**config.mk**
```make
export PLATFORM = sky130hd
export DESIGN_NAME = shared_ram_arbiter
export DESIGN_NICKNAME = d
export VERILOG_FILES = /design/src/rtl/shared_ram_arbiter.sv
export SDC_FILE = /design/constraint.sdc
export NUM_CORES = 1
export LEC_CHECK = 0
export ABC_CLOCK_PERIOD_IN_PS = 2200
export CAP_MARGIN = 20
export CELL_PAD_IN_SITES_DETAIL_PLACEMENT = 1
export CELL_PAD_IN_SITES_GLOBAL_PLACEMENT = 2
export CORE_MARGIN = 1.5
export CORE_UTILIZATION = 10
export CTS_BUF_LIST = sky130_fd_sc_hd__clkbuf_8
export DETAILED_ROUTE_END_ITERATION = 8
export GPL_TIMING_DRIVEN = 0
export HOLD_SLACK_MARGIN = 0.05
export PLACE_DENSITY = 0.95
export SETUP_SLACK_MARGIN = 0.1
export SYNTH_ARGS = -nofsm -noshare
export SYNTH_HDL_FRONTEND = slang
export SYNTH_SLANG_ARGS = --single-unit
```
**constraint.sdc**
```tcl
create_clock -name clk -period 2.2 [get_ports clk]
set_input_delay 0.66 -clock clk [delete_from_list [all_inputs] [get_ports clk]]
set_output_delay 0.66 -clock clk [all_outputs]
set_load 0.01 [all_outputs]
```
**src/rtl/shared_ram_arbiter.sv**
```systemverilog
// Round-robin arbiter sharing one synchronous-read RAM port between two native-bus requesters.
// Optional usage counters are compiled in when SHARED_RAM_ARB_STATS_EN is defined.
//
// state  | meaning
// IDLE   | no access in flight; pick a requester from the current valids
// ACCESS | RAM port driven from the granted requester for one cycle
// RESP   | RAM read data available; ready pulsed to the granted requester
module shared_ram_arbiter #(
    parameter int ADDR_WIDTH = 6
) (
    input  logic                  clk,
    input  logic                  resetn,
    input  logic                  m0_valid,
    output logic                  m0_ready,
    input  logic [ADDR_WIDTH-1:0] m0_addr,
    input  logic [31:0]           m0_wdata,
    input  logic [3:0]            m0_wstrb,
    output logic [31:0]           m0_rdata,
    input  logic                  m1_valid,
    output logic                  m1_ready,
    input  logic [ADDR_WIDTH-1:0] m1_addr,
    input  logic [31:0]           m1_wdata,
    input  logic [3:0]            m1_wstrb,
    output logic [31:0]           m1_rdata,
    output logic                  ram_valid,
    output logic [ADDR_WIDTH-1:0] ram_addr,
    output logic [31:0]           ram_wdata,
    output logic [3:0]            ram_we,
    input  logic [31:0]           ram_q
`ifdef SHARED_RAM_ARB_STATS_EN
    ,
    input  logic                  stat_clr,
    output logic [15:0]           stat_m0_grants,
    output logic [15:0]           stat_m1_grants,
    output logic [15:0]           stat_conflicts
`endif
);

    typedef enum logic [1:0] {
        S_IDLE   = 2'd0,
        S_ACCESS = 2'd1,
        S_RESP   = 2'd2
    } state_t;

    state_t state_q, state_d;
    logic   grant_q, grant_d;
    logic   last_grant_q, last_grant_d;
    logic   granted_valid;

    always_ff @(posedge clk or negedge resetn) begin
        if (!resetn) begin
            state_q      <= S_IDLE;
            grant_q      <= 1'b0;
            last_grant_q <= 1'b1;
        end else begin
            state_q      <= state_d;
            grant_q      <= grant_d;
            last_grant_q <= last_grant_d;
        end
    end

    assign granted_valid = grant_q ? m1_valid : m0_valid;

    always_comb begin
        state_d      = state_q;
        grant_d      = grant_q;
        last_grant_d = last_grant_q;
        m0_ready     = 1'b0;
        m1_ready     = 1'b0;
        m0_rdata     = 32'h0;
        m1_rdata     = 32'h0;
        ram_valid    = 1'b0;
        ram_addr     = '0;
        ram_wdata    = 32'h0;
        ram_we       = 4'h0;
        case (state_q)
            S_IDLE: begin
                if (m0_valid || m1_valid) begin
                    // on a tie the requester that lost last time wins
                    if (m0_valid && m1_valid)
                        grant_d = ~last_grant_q;
                    else
                        grant_d = m1_valid;
                    last_grant_d = grant_d;
                    state_d      = S_ACCESS;
                end
            end
            S_ACCESS: begin
                ram_valid = 1'b1;
                ram_addr  = grant_q ? m1_addr  : m0_addr;
                ram_wdata = grant_q ? m1_wdata : m0_wdata;
                ram_we    = (grant_q ? m1_wstrb : m0_wstrb) & {4{granted_valid}};
                state_d   = granted_valid ? S_RESP : S_IDLE;
            end
            S_RESP: begin
                if (grant_q) begin
                    m1_ready = 1'b1;
                    m1_rdata = ram_q;
                end else begin
                    m0_ready = 1'b1;
                    m0_rdata = ram_q;
                end
                state_d = S_IDLE;
            end
            default: state_d = S_IDLE;
        endcase
    end

`ifdef SHARED_RAM_ARB_STATS_EN
    logic start_access;
    logic conflict;

    assign start_access = (state_q == S_IDLE) && (m0_valid || m1_valid);
    assign conflict     = (state_q == S_IDLE) && m0_valid && m1_valid;

    always_ff @(posedge clk or negedge resetn) begin
        if (!resetn) begin
            stat_m0_grants <= 16'h0;
            stat_m1_grants <= 16'h0;
            stat_conflicts <= 16'h0;
        end else if (stat_clr) begin
            stat_m0_grants <= 16'h0;
            stat_m1_grants <= 16'h0;
            stat_conflicts <= 16'h0;
        end else begin
            if (start_access && !grant_d && (stat_m0_grants != 16'hFFFF))
                stat_m0_grants <= stat_m0_grants + 16'd1;
            if (start_access && grant_d && (stat_m1_grants != 16'hFFFF))
                stat_m1_grants <= stat_m1_grants + 16'd1;
            if (conflict && (stat_conflicts != 16'hFFFF))
                stat_conflicts <= stat_conflicts + 16'd1;
        end
    end
`endif

endmodule
```
==> key figures <==
Outcome
  – Status: finished clean

Final layout
  – Final std cells w/o fill: between 600 and 700
  – Diode count: 0
  – Layout cells sized above 1: 0.472
  – Fin nets: roughly 550
  – Layout area overhead: 207%
  – Finished Cell Area: 4080 um^2

STA
  – Worst rel slew slack: 0.791
  – Setup TNS Final: 0 ns
  – Final setup margin: between 0.06 and 0.07 ns
  – Final Skew: 0.00249 ns
  – Hold Slack: approximately 0.53 ns
  – Final Hold Fails: 0
  – Max-slew violations: 0
  – Final number of setup-violating endpoints: 0
  – Slew @ Worst Pin: 0.308 ns
  – Fmax: between 400 and 500 MHz
  – Final critical-path required period: 2.14 ns
  – Unrepaired setup endpoints after global routing: yes
  – Final period utilization: 0.972

Floorplan
  – Die Height: 118 um
  – Initial core utilization: 0.104
  – I/O pin total: about 230
  – DIE AREA: 14000 um^2
  – Die Wd: 118 um
  – Row count: approximately 40
  – Core Region: between 10000 and 15000 um^2

Drt
  – Final WL: a little under 9000 um
  – DR vias: 2275
  – Number of DRC markers in iteration 0: 38
  – Routed Antenna Nets: 0
  – First-pass detailed-route iteration total: 4
  – DRC violation count after routing: 0
  – Routed len/inst: around 15 um
  – Vias per inst: roughly 3.8

Synthesis
  – Synth cell types: 19
  – Synth Flop Type: dfrtp_1
  – Number of enable flip-flop cells after synthesis: 0
  – Syn Nets: 301
  – Sequential cell area fraction in the yosys report: 0.0763
  – Yosys warnings: 0
  – Top cells by area, synth: mux2i_1 32%, and2_1 30%, nor2_1 11%
  – Synth async-reset ratio: 1.00
  – Synthesized area per cell: roughly 7.3 um^2
  – Cells after Synth: between 150 and 200
  – #FFs+latches synth: 4
  – Synth area leader: mux2i_1
  – Synth top area share: 0.324
  – Mapped cell area: about 1300 um^2

Worst setup path
  – WP data required: 1.54 ns
  – Crit. Startpoint: state_q[0]$_DFFE_PN0P_
  – Critical path endpoint category: primary output
  – Path type of the worst setup path: register to primary output
  – Worst R2R Path Depth: 4
  – Worst Setup EP: m1_rdata[30]
  – Reg-to-reg slack, setup: 0.76 ns
  – Reg2reg end: grant_q$_DFFE_PN0P_
  – Data arrival time of the worst path: around 1.5 ns
  – Startpoint class of the critical path: register
  – Reg-to-reg startpoint: state_q[0]$_DFFE_PN0P_
  – Max FO, Critical Path: 7

Power and ir drop
  – LEAKAGE: ~2.4 nW
  – Power Dens Cells: 740 nW/um^2
  – Max VDD drop: roughly 0.00037 V

Flow run
  – Max_cap viols: 0

CTS
  – CTS buffer count: 3
  – CTS clk-pin slew, worst paths: 0.03 ns
  – CTS Buffer Depth: 2
  – Number of H-tree levels: 1
  – Root Buffer: clkbuf_8
  – Skew-Pair Late Insertion Delay: about 0.22 ns
  – CTS tree: yes
  – TritonCTS sink count: 4

Global route
  – Total GRT Usage: 0.115
  – Initial antenna violation count: 0
  – Number of global-route vias before repair: between 2000 and 2500
  – GRT overflow: 0
  – Largest net degree at the start of global routing: 11
  – First-pass GRT wire length: around 13000 um

Place
  – RePlAce Congestion: 0.792
  – Placed cells: 581
  – Port Buffers: 228
  – Detail Placement HPWL: 7190 um
  – Dpl cell area: around 3800 um^2
  – Place WS: -0.812 ns

Worst hold path
  – Hold_sp: last_grant_q$_DFFE_PN1P_
  – Hold WC Path Type: register to register
final cells by class:
type,instances,area [um^2]
timing repair buffer,246,2300
clock inverter,1,3.75
tap,172,215
clock buffer,3,41.3
multi-input combinational,160,1240
sequential,4,103
buffer,15,175
fill,1507,8690
inverter,1,3.75
how the worst min path moves through the flow:
stage / endpoint / slack (ns) / cells past startpoint
2_1_floorplan: grant_q$_DFFE_PN0P_ / 0.36 / 0
3_3_place_gp: last_grant_q$_DFFE_PN1P_ / 0.51 / 1
6_report: last_grant_q$_DFFE_PN1P_ / 0.53 / 1
3_5_place_dp: last_grant_q$_DFFE_PN1P_ / 0.52 / 1
5_1_grt: last_grant_q$_DFFE_PN1P_ / 0.54 / 1
4_1_cts: last_grant_q$_DFFE_PN1P_ / 0.54 / 1
state kept, by name (all words and copies together), names as in the netlist:
signal and cells:
grant_q 1, state_q 2, last_grant_q 1
critical path: stages (launching register included):
cell and delay, ns:
dfrtp_2 0.42, and3b_4 0.38, buf_6 0.14, buf_6 0.09, and2_4 0.13, buf_6 0.09
per-layer routing:
| layer | share of wire | vias up | global-route usage | routed length [um] |
|---|---|---|---|---|
| met5 | 0 | - | 0 | 0 |
| met3 | 0.087 | 2 | 0.0328 | 773 |
| met4 | 0.0062 | 0 | 0.0274 | 55 |
| met1 | 0.35 | 1040 | 0.111 | 3100 |
| li1 | - | 1086 | - | - |
| met2 | 0.56 | 147 | 0.236 | 4940 |
stage by stage:
stage,util,power [mW]
after floorplan,-,1.41
after global placement,0.299,2.68
after detailed placement,0.299,2.74
after CTS,0.292,2.82
after global routing,0.319,3.23
final,0.319,3.02
synthesized netlist by cell type, drive strengths merged, types with 3 or more instances:
cell / count
mux2i: 43
and2: 64
buf: 16
dfrtp: 3
nor2: 40
nor3: 4
cell families after synthesis:
family / Yosys count / synth area share
AO/OA/AOI/OAI: 3 / 0.0189
AND/OR/NAND/NOR: 114 / 0.474
multiplexers: 43 / 0.324
buffers and inverters: 17 / 0.106
flip-flops: 4 / 0.0763
placed cells by master (no fill, tap or decap), types with 3 or more instances in the layout:
cell type	synthesis	layout
clkbuf_8	0	3
buf_4	3	10
and2_4	0	43
nor2_1	40	38
buf_6	8	61
dlymetal6s2s_1	0	48
and2_1	64	21
mux2i_2	0	3
buf_2	5	65
mux2i_1	43	39
nor3_2	0	3
dlygate4sd2_1	0	12
clkdlybuf4s50_1	0	57
repair_timing:
action	in CTS	in global routing
pin swaps	32	27
endpoints found under the setup margin	109	93
hold buffers	0	0
setup buffers	11	1
cloned	4	2
gates resized for setup	507	126
power breakdown:
group,switching [mW],internal [mW]
Sequential,0.0351,0.118
Clock,0.0394,0.119
Combinational,1.24,1.47
Power figures use the tool's default switching activity.
